--- config.mk ---
export PLATFORM = sky130hd
export DESIGN_NAME = cic3_interp32_flat
export DESIGN_NICKNAME = d
export VERILOG_FILES = /design/src/rtl/cic3_interp32_pkg.sv /design/src/rtl/cic3_interp32_if.sv /design/src/rtl/cic_rate_ctl.sv /design/src/rtl/cic3_interp32.sv /design/src/flat_wrapper.sv
export SDC_FILE = /design/constraint.sdc
export NUM_CORES = 1
export LEC_CHECK = 0
export ABC_CLOCK_PERIOD_IN_PS = 6000
export CAP_MARGIN = 20
export CELL_PAD_IN_SITES_DETAIL_PLACEMENT = 0
export CELL_PAD_IN_SITES_GLOBAL_PLACEMENT = 1
export CORE_ASPECT_RATIO = 0.8
export CORE_MARGIN = 2
export CORE_UTILIZATION = 40
export CTS_BUF_LIST = sky130_fd_sc_hd__clkbuf_4
export CTS_CLUSTER_DIAMETER = 60
export DETAILED_ROUTE_END_ITERATION = 12
export MAX_ROUTING_LAYER = met4
export PLACE_DENSITY = 0.69
export SLEW_MARGIN = 15
export SYNTH_ARGS = -nofsm -noshare
export SYNTH_HDL_FRONTEND = slang
export SYNTH_SLANG_ARGS = --single-unit
--- constraint.sdc ---
create_clock -name clk -period 6 [get_ports clk]
set_input_delay 1.2 -clock clk [delete_from_list [all_inputs] [get_ports clk]]
set_output_delay 1.2 -clock clk [all_outputs]
set_load 0.1 [all_outputs]
--- src/rtl/cic3_interp32_pkg.sv ---
// Shared constants and types for the three-stage R=32 CIC interpolator.
// Latency: n/a (declarations only).
// Backpressure: n/a.
package cic3_interp32_pkg;

    // Rate change, stage count and log2 of the rate change.
    localparam int R     = 32;
    localparam int N     = 3;
    localparam int LOG2R = 5;

    // Datapath widths. Each comb grows by one bit. The integrators carry
    // 10 input bits plus 10 bits of growth, because (R*M)^N / R = 1024.
    localparam int IN_W  = 10;
    localparam int C1_W  = 11;
    localparam int C2_W  = 12;
    localparam int C3_W  = 13;
    localparam int INT_W = 20;
    localparam int OUT_W = 10;

    // Rate-control state. The comb chain advances only in ST_SAMPLE.
    typedef enum logic {
        ST_HOLD   = 1'b0,
        ST_SAMPLE = 1'b1
    } state_t;

endpackage

--- src/rtl/cic3_interp32_if.sv ---
// Sample bus between the upstream source and the interpolator.
// Latency: n/a (wiring only).
// Backpressure: none; the source must present x_in during the clk2 cycle.
interface cic3_interp32_if;
    import cic3_interp32_pkg::*;

    logic                    clk2;
    logic signed [IN_W-1:0]  x_in;
    logic signed [OUT_W-1:0] y_out;

    // The source drives samples and watches the load strobe.
    modport master (
        output x_in,
        input  clk2,
        input  y_out
    );

    // The interpolator consumes samples and issues the strobe.
    modport slave (
        input  x_in,
        output clk2,
        output y_out
    );

endinterface

--- src/rtl/cic_rate_ctl.sv ---
// Rate controller: a 5-bit wrap counter producing a one-in-32 sample state and strobe.
// Latency: clk2 and state are registered and rise in the cycle after the count==31 edge.
// Backpressure: none; free-running from reset.
module cic_rate_ctl
    import cic3_interp32_pkg::*;
(
    input  logic   clk,
    input  logic   reset,
    output state_t state,
    output logic   clk2
);

    logic [LOG2R-1:0] count;

    // Counter wraps 0..31; the wrap edge opens a single-cycle sample window.
    always_ff @(posedge clk or posedge reset) begin
        if (reset) begin
            count <= '0;
            state <= ST_HOLD;
            clk2  <= 1'b0;
        end else if (count == LOG2R'(R - 1)) begin
            count <= '0;
            state <= ST_SAMPLE;
            clk2  <= 1'b1;
        end else begin
            count <= count + LOG2R'(1);
            state <= ST_HOLD;
            clk2  <= 1'b0;
        end
    end

endmodule

--- src/rtl/cic3_interp32.sv ---
// Three-stage CIC interpolator: R=32, M=1, with unity DC gain taken from i3[19:10].
// Latency: 4 sample periods + 2 clks (130 clks) from a capture edge to its first effect on i3/y_out.
// Backpressure: none; x_in is captured on the edge that ends each clk2 cycle.
module cic3_interp32
    import cic3_interp32_pkg::*;
(
    input  logic            clk,
    input  logic            reset,
    cic3_interp32_if.slave  bus
);

    state_t state;
    logic   clk2_r;

    logic signed [IN_W-1:0]  c0;
    logic signed [IN_W-1:0]  d0;
    logic signed [C1_W-1:0]  c1;
    logic signed [C1_W-1:0]  d1;
    logic signed [C2_W-1:0]  c2;
    logic signed [C2_W-1:0]  d2;
    logic signed [C3_W-1:0]  c3;

    logic signed [INT_W-1:0] u;
    logic signed [INT_W-1:0] i1;
    logic signed [INT_W-1:0] i2;
    logic signed [INT_W-1:0] i3;

    cic_rate_ctl u_rate_ctl (
        .clk   (clk),
        .reset (reset),
        .state (state),
        .clk2  (clk2_r)
    );

    assign bus.clk2 = clk2_r;

    // Low-rate comb chain: full-width differences, one bit of growth per stage, so no overflow.
    always_ff @(posedge clk or posedge reset) begin
        if (reset) begin
            c0 <= '0;
            d0 <= '0;
            c1 <= '0;
            d1 <= '0;
            c2 <= '0;
            d2 <= '0;
            c3 <= '0;
        end else if (state == ST_SAMPLE) begin
            c0 <= bus.x_in;
            d0 <= c0;
            c1 <= C1_W'(c0) - C1_W'(d0);
            d1 <= c1;
            c2 <= C2_W'(c1) - C2_W'(d1);
            d2 <= c2;
            c3 <= C3_W'(c2) - C3_W'(d2);
        end
    end

    // Zero-stuffing: the comb output is injected for one clk per sample period, and zero otherwise.
    always_comb begin
        u = '0;
        if (state == ST_SAMPLE) begin
            u = INT_W'(c3);
        end
    end

    // Full-rate integrators. Two's-complement wrap is harmless: the result is exact modulo 2^20.
    always_ff @(posedge clk or posedge reset) begin
        if (reset) begin
            i1 <= '0;
            i2 <= '0;
            i3 <= '0;
        end else begin
            i1 <= i1 + u;
            i2 <= i2 + i1;
            i3 <= i3 + i2;
        end
    end

    // Dropping the 10 growth bits (truncation, no rounding) restores unity DC gain.
    assign bus.y_out = i3[INT_W-1:INT_W-OUT_W];

endmodule

--- src/flat_wrapper.sv ---
// flat-port wrapper written by rule: the top's interface ports become plain ports
module cic3_interp32_flat import cic3_interp32_pkg::*;
  (clk, reset, bus_x_in, bus_clk2, bus_y_out);
  cic3_interp32_if bus_i ();
  input  logic clk;
  input  logic reset;
  input wire logic [$bits(bus_i.x_in)-1:0] bus_x_in;
  output wire logic [$bits(bus_i.clk2)-1:0] bus_clk2;
  output wire logic [$bits(bus_i.y_out)-1:0] bus_y_out;
  assign bus_i.x_in = bus_x_in;
  assign bus_clk2 = bus_i.clk2;
  assign bus_y_out = bus_i.y_out;
  cic3_interp32 u_core (.clk(clk), .reset(reset), .bus(bus_i));
endmodule
# After elaboration in Yosys (flattened, before gate mapping)
# Cells that the tools add are included.
[word_totals] reg_bits=145 latchBits=0 ramBits=0 romBits=0 input_bits=12 output_inout_bits=11 elab_cells=23 n_memories=0
[classes] n_addsub=7 n_mul=0 div_mod_pow=0 magnitude_cmp=0 eq_ne=1 shifts=0 mux=3 n_bitwise=0 reduce_logical=0
[op_table] cell="20-bit adder" n=3
[op_table] cell="20-bit 2-to-1 mux" n=1
[op_table] cell="12-bit by 12-bit subtractor with 13-bit output" n=1
[op_table] cell="11-bit by 11-bit subtractor with 12-bit output" n=1
[op_table] cell="10-bit by 10-bit subtractor with 11-bit output" n=1
[op_table] cell="5-bit by 1-bit adder with 5-bit output, second input constant" n=1
[op_table] cell="5-bit == test, second input constant" n=1
[op_table] cell="5-bit 2-to-1 mux" n=1
[op_table] cell="1-bit 2-to-1 mux" n=1

# Longest topological paths before layout
# Gate-level depths: netlist of the first run.
[depth] ltp_word=2 mapped_depth=13 depth_no_buf=10

# Hierarchy
# From an unflattened synthesis of the first run, not the netlist that was laid out.
[unflattened] hier_cells=961 area_unflattened_um2=9228.9
[modules_own_cells] mod="cic3_interp32" instances=1 cells_per_inst=943 area_each_um2=8983.6 seq_area_each_um2=3478.3
[modules_own_cells] mod="cic_rate_ctl" instances=1 cells_per_inst=18 area_each_um2=245.2 seq_area_each_um2=150.1

# Worst setup path after synthesis of the first run
# OpenSTA, ideal clock, no wires.
[synth_timing] path_kind="register to register" start="reg, netlist name u_core.u_rate_ctl.clk2" end="reg u_core.i1[16]" setup_time_ns=0.080 arrival_time_ns=3.551 required_ns=5.920 setup_slack_ns=2.369 path_stages_with_launch=14 path_buffers=3 period_less_slack_ns=3.631 cell_sequence="dfrtp_1 clkbuf_1 inv_1 clkbuf_1 clkbuf_1 nor2_1 ha_1 a2111o_1 a31oi_1 nor3_1 o31a_1 o21a_1 o21ai_1 xnor2_1"
[synth_rtl] item="end signal: assignment" line_no="cic3_interp32.sv:73" text="i1 <= i1 + u;"
[synth_rtl] item="end: declaration" line_no="cic3_interp32.sv:24" text="logic signed [INT_W-1:0] i1;"

# Final worst setup path of the first run
[layout_timing] start="reg u_core.u_rate_ctl.clk2" end="out bus_clk2"
[layout_rtl] item="start: declaration" line_no="cic_rate_ctl.sv:10" text="output logic clk2"
[layout_rtl] item="start signal: assignment" line_no="cic_rate_ctl.sv:20" text="clk2 <= 1'b0;"
[layout_rtl] item="start signal: assignment" line_no="cic_rate_ctl.sv:24" text="clk2 <= 1'b1;"
[layout_rtl] item="start signal: assignment" line_no="cic_rate_ctl.sv:28" text="clk2 <= 1'b0;"
[layout_rtl] item="end: declaration" line_no="flat_wrapper.sv:8" text="output wire logic [$bits(bus_i.clk2)-1:0] bus_clk2;"
# No word-level cell between the ends.

==> impl_results.md, run 1 <==
- Main synth FF type: dfrtp_1
- Worst setup path category: reg -> out
- Setup Buffers After CTS: 0
- Kind of end point of the critical path: output pin
- Vias in the first global route: ~6000
- Total Nets Final: 1025
- Post-Syn Area: 8801 um2
- Die Span Y: 136.7 um
- Outcome: complete, but fails checks
- Congestion Overflow GR: 0
- Clk sinks: 145
- Worst-Margin Slew: 0.9750 ns
- Final hold violation count: 0
- Initial antenna violation count: 1
- Io pins: 23
- Worst reg2reg endpoint: u_core.i1[19]
- CP required: ~4.8 ns
- Sequential share of the synthesized area: 41.23%
- Post-route antenna net violation count: 0
- Starting Density: 40.82%
- Startpoint type of the worst setup path: register
- RSZ-0062 raised after global routing: false
- Clock slew at reported path FFs: 0.13 ns
- Final setup TNS: 0 ns
- Most frequent cells in the layout: dfrtp_1, ha_1, o21ai_0, nand2_1, nor2_1
- GR Util All Layers: 15.66%
- Most common cell after layout, fill and taps aside: dfrtp_1
- Hold crit path type: reg -> reg
- Die width: 169.8 um
- Hold Crit Start: u_core.u_rate_ctl.count[0]
- Routed wire length per instance: 13.55 um
- Hold worst-path end: u_core.u_rate_ctl.count[0]
- Detailed placement HPWL: around 12 mm
- Ys Warns: 0
- CTS tree: done
- Leak: 0.004704 uW
- Reg2Reg Setup Slack: 2.77 ns
- Critical-path top delay cell: clkdlybuf4s50_1
- Worst path max stage delay: 1.21 ns
- Placed instance count: 1170
- Power Density: approximately 170 nW/um2
- CP Data Arrival Time: 2.43 ns
- Crit. Startpoint: u_core.u_rate_ctl.clk2
- Flops & latches, synth: approximately 150
- Post-synth EDFFs: 0
- Worst-Skew Late Latency: 0.54 ns
- DR vias/cell: 5.215
- Core footprint: 21560 um2
- Row count: 48
- Pre-antenna DRT Iters: 10
- Max Slew Vio Count: 0
- Final Power: ~1600 uW
- Async SR Flop Fraction: 100.0%
- Area occupied by multi-input gates: 4797 um2
- Critical path buffers and inverters: 1
- Peak VDD IR: 0.0001125 V
- Gpl congestion: 0.7992
- Hold_ws: 0.4781 ns
- Cts repair resizes: 0
- Drt total wl: 16.30 mm
- R2R Path Start: u_core.u_rate_ctl.clk2
- Hold path depth: 1
- Filler cells: 2075
- Clock Path Buffers: 2
- MaxCap Viol Count: 0
- Count of input and output buffers: 22
- Clk_skew: 0.02030 ns
- Vias post-DR: 6274
- Total die area: between 20000 and 25000 um2
- Worst-path fanout max: 41
- Layout cells sized above 1: just under 7%
- Failing checks: design-rule violations
- Tcrit/Tclk final: 60.55%
- Slew headroom: 34.80%
- Cell Chain, Critical Path: clkdlybuf4s50_1
- Mapped Cells: 903
- Register area: 3632 um2
- Largest net degree at the start of global routing: 112
- TritonCTS Buffers: 17
- Setup violators final: 0
- Post-route DRC: 2
- CTS HTree Levels: 4
- Worst path top cell family by delay: buffers and inverters
- Worst Reg2Reg Path Length in Cells: 11
- Syn Area/Cell: 9.746 um2
- Clk root buf: clkbuf_4
- 1st-iter DRT viols: 387
- Area growth syn-to-layout: 8.103%
- Global-route wire length before repair: 28.68 mm
- Syn nets: a little over 1000
- Distinct cell type count of the synthesized netlist: 55
- Fin crit period: 3.633 ns
- Hold-fix buffers, CTS: 0
- Non-Filler Instances: 1203
- Max Clk Rate: 0.2752 GHz
-- flip-flops by register name, summed over array words and instances, names as in the netlist --
register                 count
u_core.d2                   12
u_core.c2                   12
u_core.i2                   20
u_core.u_rate_ctl.clk2       1
u_core.u_rate_ctl.count      5
u_core.c0                   10
u_core.i3                   20
u_core.i1                   20
u_core.c1                   11
u_core.d1                   11
u_core.c3                   13
u_core.d0                   10
-- cell usage after synthesis (all sizes together), types with 2 or more instances --
master | n | share of area, %
a221oi | 6 | 0.88
a21oi | 53 | 3.1
dfrtp | 145 | 41
o21bai | 3 | 0.26
a41oi | 2 | 0.20
mux2i | 5 | 0.57
a311o | 2 | 0.23
a21boi | 2 | 0.17
fa | 6 | 1.4
inv | 57 | 2.4
nand4 | 5 | 0.36
nor2b | 13 | 0.92
clkbuf | 23 | 0.98
nor2 | 65 | 2.8
a311oi | 3 | 0.30
o31a | 4 | 0.40
o21ai | 78 | 4.4
nand3 | 9 | 0.51
and2 | 10 | 0.71
xor2 | 16 | 1.6
a221o | 3 | 0.34
a211o | 5 | 0.60
mux2 | 15 | 1.9
o21a | 25 | 2.1
nand2b | 7 | 0.50
a21o | 30 | 2.6
nor3 | 26 | 1.5
a31oi | 10 | 0.71
o211ai | 3 | 0.31
and4 | 3 | 0.30
and3 | 7 | 0.50
o31ai | 9 | 0.77
nand2 | 75 | 3.2
a31o | 3 | 0.30
buf | 10 | 0.85
a211oi | 15 | 1.3
a2111oi | 2 | 0.20
ha | 92 | 13
xnor2 | 41 | 4.1
o41ai | 3 | 0.30
nand3b | 6 | 0.51
-- stage by stage --
| step | utilization, % | cell area [um2] | worst slack [ns] |
|---|---|---|---|
| CTS | 43.99 | 9484 | 2.289 |
| global route | 44.13 | 9514 | 2.203 |
| finish | 44.13 | 9514 | 2.367 |
| global placement | 42.83 | 9235 | 2.802 |
| floorplan | - | 8801 | 0.9054 |
| detailed placement | 42.83 | 9235 | 2.767 |
-- layout make-up --
cell class,count,share of cell area [%]
multi-input combinational,668,50.42
clock inverter,13,1.197
inverter,57,2.301
tap,275,3.617
antenna,1,0.02630
clock buffer,18,1.420
timing repair buffer,26,2.841
sequential,145,38.18
-- how the worst max path moves through the flow --
stage                                to  slack [ns]  depth (start not counted)
after floorplan            u_core.c0[0]        0.91                          1
after global routing           bus_clk2        2.20                          1
after detailed placement  u_core.i1[19]        2.77                         11
after global placement    u_core.i1[19]        2.80                         11
final                          bus_clk2        2.37                          1
after CTS                      bus_clk2        2.29                          1
-- power by group --
part	total (uW)	internal, uW	switching (uW)
Combinational	52.8	20.3	32.5
Sequential	983	980	2.87
Clock	578	207	370
-- metal layers --
| metal | vias up | global-route usage (%) | part of all wire (%) |
|---|---|---|---|
| li1 | 3259 | - | - |
| met2 | 41 | 21.56 | 40 |
| met1 | 2967 | 23.43 | 57 |
| met3 | 7 | 3.470 | 2.2 |
| met4 | 0 | 3.276 | 0.67 |
| met5 | - | - | 0 |
-- cell families (layout without fill, tap and decap cells) --
family	after synthesis	after routing	share of synthesized area, %
other	0	1	0
AND/OR/NAND/NOR	228	228	11.91
flip-flops	145	145	41.23
multiplexers	20	20	2.488
XOR/XNOR	57	57	5.672
adder cells (fa/ha/maj)	98	98	14.44
AO/OA/AOI/OAI	265	265	19.99
buffers and inverters	90	114	4.265
Note: power is estimated with default switching activity, not from simulation.
==> run 2, diff against run 1 <==
ABC_CLOCK_PERIOD_IN_PS = 3100   (was 6000)
PLACE_DENSITY = 0.72   (was 0.69)
clock period = 3.1 ns   (was 6 ns; I/O delays follow)
==> impl_results.md, run 2 (synthesized netlist as in run 1, its figures left out) <==
- Area growth syn-to-layout: 8.729% (was 8.103%)
- Power Density: 336.5 nW/um2 (was 169.6 nW/um2)
- Worst-path fanout max: 6 (was 41)
- Vias post-DR: 6175 (was 6274)
- Clock slew at reported path FFs: 0.15 ns (was 0.13 ns)
- Initial antenna violation count: 0 (was 1)
- Clock Path Buffers: 2 (unchanged)
- Most common cell after layout, fill and taps aside: dfrtp_1 (unchanged)
- Outcome: finished clean (was complete, but fails checks)
- Final hold violation count: 0 (unchanged)
- Setup violators final: 0 (unchanged)
- Total die area: 23210 um2 (unchanged)
- Worst setup path category: reg -> reg (was reg -> out)
- CTS HTree Levels: 4 (unchanged)
- Clk sinks: 145 (unchanged)
- Peak VDD IR: 0.0001851 V (was 0.0001125 V)
- Io pins: 23 (unchanged)
- DR vias/cell: 5.116 (was 5.215)
- Max Slew Vio Count: 0 (unchanged)
- Biggest regs: u_core.i1: 20 flops, u_core.i2: 20 flops, u_core.i3: 20 flops (unchanged)
- Clk root buf: clkbuf_4 (unchanged)
- Starting Density: 40.82% (unchanged)
- Fin crit period: between 2 and 3 ns
- CP Data Arrival Time: 3.26 ns (was 2.43 ns)
- GR Util All Layers: 15.35% (was 15.66%)
- Hold crit path type: in -> async (was reg -> reg)
- Die width: 169.8 um (unchanged)
- Pre-antenna DRT Iters: 7 (was 10)
- Hold_ws: 0.3639 ns (was 0.4781 ns)
- CP required: 3.54 ns (was 4.80 ns)
- Detailed placement HPWL: 11.68 mm (was 11.61 mm)
- Critical-path top delay cell: dfrtp_1 (was clkdlybuf4s50_1)
- Cell Chain, Critical Path: ha_1 > a21o_1 > a221o_1 > a31o_2 > a211oi_1 > o21ai_0 > mux2i_1 > a2111oi_0 (was clkdlybuf4s50_1)
- Total Nets Final: 1029 (was 1025)
- Congestion Overflow GR: 0 (unchanged)
- Post-route DRC: 0 (was 2)
- Startpoint type of the worst setup path: register (unchanged)
- Leak: 0.004760 uW (was 0.004704 uW)
- Routed wire length per instance: 13.38 um (was 13.55 um)
- Worst-Margin Slew: 0.5269 ns (was 0.9750 ns)
- RSZ-0062 raised after global routing: false (unchanged)
- Slew headroom: 64.41% (was 34.80%)
- 1st-iter DRT viols: 376 (was 387)
- Cts repair resizes: 0 (unchanged)
- Gpl congestion: 0.8057 (was 0.7992)
- Die Span Y: 136.7 um (unchanged)
- Drt total wl: 16.15 mm (was 16.30 mm)
- Setup Buffers After CTS: 0 (unchanged)
- Layout cells sized above 1: 9.120% (was 6.904%)
- CTS tree: done (unchanged)
- Final setup TNS: 0 ns (unchanged)
- Vias in the first global route: 5744 (was 5983)
- Non-Filler Instances: 1207 (was 1203)
- Worst-Skew Late Latency: 0.56 ns (was 0.54 ns)
- Worst path top cell family by delay: compound AO/OA/AOI/OAI gates (was buffers and inverters)
- Kind of end point of the critical path: register (was output pin)
- Most frequent cells in the layout: dfrtp_1, ha_1, o21ai_0, nand2_1, nor2_1 (unchanged)
- Row count: 48 (unchanged)
- TritonCTS Buffers: 17 (unchanged)
- N_diodes: 0 (was 1)
- Largest net degree at the start of global routing: 72 (was 112)
- Post-route antenna net violation count: 0 (unchanged)
- Worst path max stage delay: 0.44 ns (was 1.21 ns)
- Placed instance count: 1175 (was 1170)
- MaxCap Viol Count: 0 (unchanged)
- Hold-fix buffers, CTS: 0 (unchanged)
- Global-route wire length before repair: 28.00 mm (was 28.68 mm)
- Count of input and output buffers: 22 (unchanged)
- Max Clk Rate: around 0.35 GHz
- Core footprint: 21560 um2 (unchanged)
- Critical path buffers and inverters: 0 (was 1)
- Tcrit/Tclk final: 91.05%
- Clk_skew: 0.02629 ns (was 0.02030 ns)
run 2: per-stage QoR:
step | worst slack [ns] | area, um2 | total power (uW) | utilization, %
floorplan | 0.01761 | 8864 | 2004 | -
global placement | 0.3854 | 9291 | 2045 | 43.09
detailed placement | 0.3148 | 9291 | 2046 | 43.09
CTS | 0.2605 | 9569 | 3289 | 44.38
global route | 0.01221 | 9569 | 3379 | 44.38
finish | 0.2774 | 9569 | 3220 | 44.38
run 2: worst paths after layout:
| kind | startpoint | end | slack (ns) | cells after the start |
|---|---|---|---|---|
| setup reg to reg | u_core.i1[4] | u_core.i2[19] | 0.28 | 8 |
| min in group clk | u_core.u_rate_ctl.count[0] | u_core.u_rate_ctl.count[0] | 0.47 | 1 |
| hold reg to reg | u_core.u_rate_ctl.count[0] | u_core.u_rate_ctl.count[0] | 0.47 | 1 |
| hold / removal | reset | u_core.c1[0] | 0.36 | 2 |
| max in group asynchronous | reset | u_core.c3[11] | 2.02 | 3 |
| setup / recovery | u_core.i1[4] | u_core.i2[19] | 0.28 | 8 |
run 2: power breakdown:
group          internal (uW)  switching (uW)  total (uW)
clock                    424             791        1210
combinational           39.7            62.8         102
sequential              1900            5.27        1900
total                   2360             859        3220
run 2: layer usage:
layer  wire [um]  global-route usage [%]  vias up  part of all wire, %
met3         396                   3.065       10                  2.5
met2        6285                   20.14       47                   39
met1        9321                   23.65     2853                   58
met5           0                       -        -                    0
li1            -                       -     3265                    -
met4         149                   4.036        0                 0.92
run 2: cell type report:
class                           instances  area, um2
Multi-Input combinational cell        668       4820
Clock buffer                           17      127.6
Tap cell                              275      344.1
Sequential cell                       145       3632
Fill cell                            2078      11990
Clock inverter                         15      150.1
Inverter                               57      217.7
Timing Repair Buffer                   30      277.8
==> run 3, diff against run 2 <==
CAP_MARGIN = not set   (was 20)
==> results of run 3 <==
Final layout, timing and power as in run 2 (identical DEF).
==> patch 1, RTL diff (flow settings as in run 3) <==
Reset style: synchronous (`reset`), changed in 3 clocked blocks.
--- a/src/rtl/cic_rate_ctl.sv
+++ b/src/rtl/cic_rate_ctl.sv
@@ -13,7 +13,7 @@
     logic [LOG2R-1:0] count;
 
     // Counter wraps 0..31; the wrap edge opens a single-cycle sample window.
-    always_ff @(posedge clk or posedge reset) begin
+    always_ff @(posedge clk) begin
         if (reset) begin
             count <= '0;
             state <= ST_HOLD;
--- a/src/rtl/cic3_interp32.sv
+++ b/src/rtl/cic3_interp32.sv
@@ -35,7 +35,7 @@
     assign bus.clk2 = clk2_r;
 
     // Low-rate comb chain: full-width differences, one bit of growth per stage, so no overflow.
-    always_ff @(posedge clk or posedge reset) begin
+    always_ff @(posedge clk) begin
         if (reset) begin
             c0 <= '0;
             d0 <= '0;
@@ -64,7 +64,7 @@
     end
 
     // Full-rate integrators. Two's-complement wrap is harmless: the result is exact modulo 2^20.
-    always_ff @(posedge clk or posedge reset) begin
+    always_ff @(posedge clk) begin
         if (reset) begin
             i1 <= '0;
             i2 <= '0;
Function: same outputs for any inputs over 10 cycles, from zero or initial values and one cycle with reset high; that may be too few to reach the edited logic, so the function may still have changed.
==> patch 1 against run 3 <==
- area after synthesis rose by 1.3%
- routed wire length rose by 18%
- final area rose by 0.12%
- sequential cell count did not move
- worst setup slack improved by 170 ps
- via count rose by 14%
- total power rose by 1.9%
- critical path type unchanged
- largest cell class unchanged
- largest power group unchanged
==> patch 1: results (changes against run 3) <==
- Leak pwr: 3.78 nW (-21%)
- Initial antenna violation count: 1 (+1)
- Share of layout cells above drive strength 1: 6.68% (-2.4 points)
- Crit Path Max Fanout: 24 (+18)
- First-pass iteration count of the detailed router: 4 (-3)
- Pre-CTS setup slack: 468 ps (+153 ps)
- Clk_lat worst skew: 580 ps (+20 ps)
- Via count: 7069 (+14%)
- Hold/Removal Path Class: reg -> reg
- Primary FF master, synth: dfxtp_1
- Post-Synthesis Net Count: 1163 (+15%)
- GP Congestion: 0.818 (+1.5%)
- VDD IR max: 0.217 mV (+17%)
- GRT Total Usage: 17.9% (+2.6 points)
- Adder-cell share of the synthesized area: 14.3% (-0.19 points)
- Register area share after synthesis: 32.6% (-8.7 points)
- Synth cell count leaders: 154 x nor2_1, 145 x dfxtp_1, 92 x ha_1
- Synth Area in XOR/XNOR: 5.40% (-0.27 points)
- First-pass GRT wire length: 32600 um (+16%)
- Post-synthesis cell type count: 57 (+3.6%)
- Largest net degree at the start of global routing: 61 (-15%)
- Slowest CP cell: dfxtp_4
- Number of global-route vias before repair: 6300 (+9.7%)
- Status: completed
- Slew @ Worst Pin: 606 ps (+78.9 ps)
- Area contributors post-synth: dfxtp_1 33%, ha_1 13%, nor2_1 6.5%, mux2i_1 6.1%, a21oi_1 3.8%
- Ys async rst share: 0% (-100 points)
-- patch 1: worst paths after layout --
kind                            slack, ps                         end  cells past startpoint                  startpoint
worst min-delay path                  470  u_core.u_rate_ctl.count[0]                      1  u_core.u_rate_ctl.count[0]
worst max-delay path                  450               u_core.i1[12]                     10      u_core.u_rate_ctl.clk2
worst min register to register        470  u_core.u_rate_ctl.count[0]                      1  u_core.u_rate_ctl.count[0]
worst max register to register        450               u_core.i1[12]                     10      u_core.u_rate_ctl.clk2
-- patch 1: per-stage QoR --
| stage | hold slack (ps) | instances |
|---|---|---|
| after CTS | 470 | 1363 |
| after floorplan | 432 | 1053 |
| after global placement | 452 | 1331 |
| after detailed placement | 452 | 1331 |
| final | 466 | 1364 |
| after global routing | 487 | 1364 |
-- patch 1: final cells by class --
| class | count | area [um^2] |
|---|---|---|
| Fill cell | 2253 | 12200 |
| Tap cell | 300 | 375 |
| Clock buffer | 21 | 158 |
| Sequential cell | 145 | 2910 |
| Clock inverter | 11 | 106 |
| Timing Repair Buffer | 32 | 265 |
| Antenna cell | 1 | 2.50 |
| Inverter | 53 | 199 |
| Multi-Input combinational cell | 801 | 5570 |
-- patch 1: cell families (layout without fill, tap and decap cells) --
group	after synthesis	after routing
AOI/OAI and AO/OA	236	236
xor gates and xnor gates	55	55
adders and majority gates	98	98
buffers and inverters	107	117
DFF	145	145
muxes	54	54
other	0	1
and+or+nand+nor	358	358
-- patch 1: metal layers --
| metal | global-route usage [%] | vias up | wire length (um) |
|---|---|---|---|
| met5 | - | - | 0 |
| met4 | 4.94 | 0 | 177 |
| met3 | 3.56 | 13 | 674 |
| met2 | 23.1 | 89 | 7220 |
| met1 | 27.6 | 3218 | 11000 |
| li1 | - | 3749 | - |
-- patch 1: worst max-delay path: cells and delay by family, from the launching register on --
kind	cells	cell delay, ps
AO/OA/AOI/OAI	5	1090
adder cells (fa/ha/maj)	2	630
flip-flops	1	440
AND/OR/NAND/NOR	2	220
XOR/XNOR	1	160
-- patch 1: where the power goes --
part	leakage [nW]	switching [mW]	internal (mW)
Combinational	2.46	0.138	0.0630
Clock	0.148	0.752	0.443
Sequential	1.17	0.00908	1.88
Total	3.78	0.899	2.38
==> patch 2, RTL diff (settings of run 3) <==
Made on the original files. Set the package constant `IN_W` to 8 (it was 10).
--- a/src/rtl/cic3_interp32_pkg.sv
+++ b/src/rtl/cic3_interp32_pkg.sv
@@ -10,7 +10,7 @@
 
     // Datapath widths. Each comb grows by one bit. The integrators carry
     // 10 input bits plus 10 bits of growth, because (R*M)^N / R = 1024.
-    localparam int IN_W  = 10;
+    localparam int IN_W  = 8;
     localparam int C1_W  = 11;
     localparam int C2_W  = 12;
     localparam int C3_W  = 13;
Ports: changed (resized bus_x_in); port bits go from 23 to 21. The function was not compared with the original's and may differ.
==> patch 2 against run 3 <==
- the flow now finishes with violations (design-rule violations)
- via count increased by 0.66%
- sequential cell count decreased by 12
- synthesized cell count decreased by 0.55%
- count of clock-buffer cells in the layout unchanged
- sequential power decreased by 8%
- final cell count decreased by 1.2%
- final area decreased by 3.8%
- utilization decreased by 0.18 points
- routed wire length increased by 6.5%
- area after synthesis decreased by 3.1%
- total power decreased by 8.5%
- critical path type is now reg -> out
- clock power decreased by 7%
- worst setup slack got worse by 1.4 ps
==> patch 2: results (changes against run 3) <==
- Reg clk slew, reported paths: 130 ps (-20 ps)
- PortBufs: 20 (-9.1%)
- Post-synthesis cell type count: 75 (+36%)
- Residual DRC: 2 (+2)
- Via count: 6216 (+0.66%)
- Synth cell count leaders: 133 x dfrtp_1, 86 x ha_1, 85 x nand2_1
- Mapped Cells: 898 (-0.55%)
- First DRT Iteration DRCs: 346 (-8.0%)
- Initial antenna violation count: 1 (+1)
- Leak pwr: 4.50 nW (-5.5%)
- FILL cells: 2080 (+0.096%)
- GRT Total Usage: 16.6% (+1.3 points)
- HPWL after DPL: 13200 um (+13%)
- VDD IR max: 0.241 mV (+30%)
- First-pass GRT wire length: 29300 um (+4.5%)
- Share of layout cells above drive strength 1: 9.10% (-0.019 points)
- Layout net count: 1012 (-1.7%)
- Status: finished with violations
- GP Congestion: 0.830 (+3.0%)
- DP Cell Count: 1160 (-1.3%)
- First-pass iteration count of the detailed router: 8 (+1)
- Area contributors post-synth: dfrtp_1 39%, ha_1 13%, nand2_1 3.7%, a21oi_1 3.7%, o21ai_0 3.5%
- Skew final: 37.7 ps (+11.4 ps)
- Kind of cell adding the most delay to the critical path: buffers and inverters
- Slowest CP cell: buf_4
- Failing checks: design-rule violations
- Wire length per cell: 14.4 um (+7.7%)
- Largest net degree at the start of global routing: 86 (+19%)
- Register area share after synthesis: 39.0% (-2.2 points)
- Pre-CTS setup slack: 414 ps (+99.0 ps)
-- patch 2: cell types whose count changed after synthesis, sizes merged, moves of 7 or more --
cell,run 3,this run
a211oi,15,7
xnor2,41,29
nand2,75,85
dfrtp,145,133
and2,10,19
o21a,25,17
nand3,9,16
nor3,26,18
a21oi,53,65
buf,10,17
xor2,16,25
a21o,30,19
a21boi,2,11
-- patch 2: final timing paths --
kind	from	endpoint	slack, ps	depth (start not counted)
max	u_core.u_rate_ctl.clk2	bus_clk2	280	2
max in group asynchronous	reset	u_core.d0[7]	1950	3
max reg2reg	u_core.u_rate_ctl.clk2	u_core.i1[19]	410	8
min in group clk	u_core.u_rate_ctl.count[0]	u_core.u_rate_ctl.count[0]	470	1
min	reset	u_core.u_rate_ctl.clk2	390	2
min reg2reg	u_core.u_rate_ctl.count[0]	u_core.u_rate_ctl.count[0]	470	1
-- patch 2: cell families after synthesis --
family / synth area share, %
AO/OA/AOI/OAI: 21.0
AND/OR/NAND/NOR: 13.7
multiplexers: 2.20
XOR/XNOR: 5.64
flip-flops: 39.0
buffers and inverters: 4.37
adder cells (fa/ha/maj): 14.0
-- patch 2: cell type report --
cell class	instances	area, um^2	area share (%)
flip-flops and latches	133	3330	36.2
diodes	1	2.50	0.0272
inverters	52	200	2.18
multi-input cells	678	4820	52.4
clock buffers	17	128	1.39
well taps	269	337	3.66
clock inverters	15	135	1.47
repair buffers	28	245	2.66
-- patch 2: power by group --
part	total (mW)	internal [mW]	switching (mW)
Clock	1.12	0.350	0.767
Sequential	1.74	1.74	0.00397
Combinational	0.0855	0.0311	0.0544
Total	2.95	2.12	0.825
-- patch 2: layer usage --
layer,vias up,part of all wire [%],global-route usage (%)
met5,-,0,-
met4,0,0.60,2.61
met1,2884,59,26.7
li1,3263,-,-
met3,6,2.8,3.87
met2,63,37,20.9
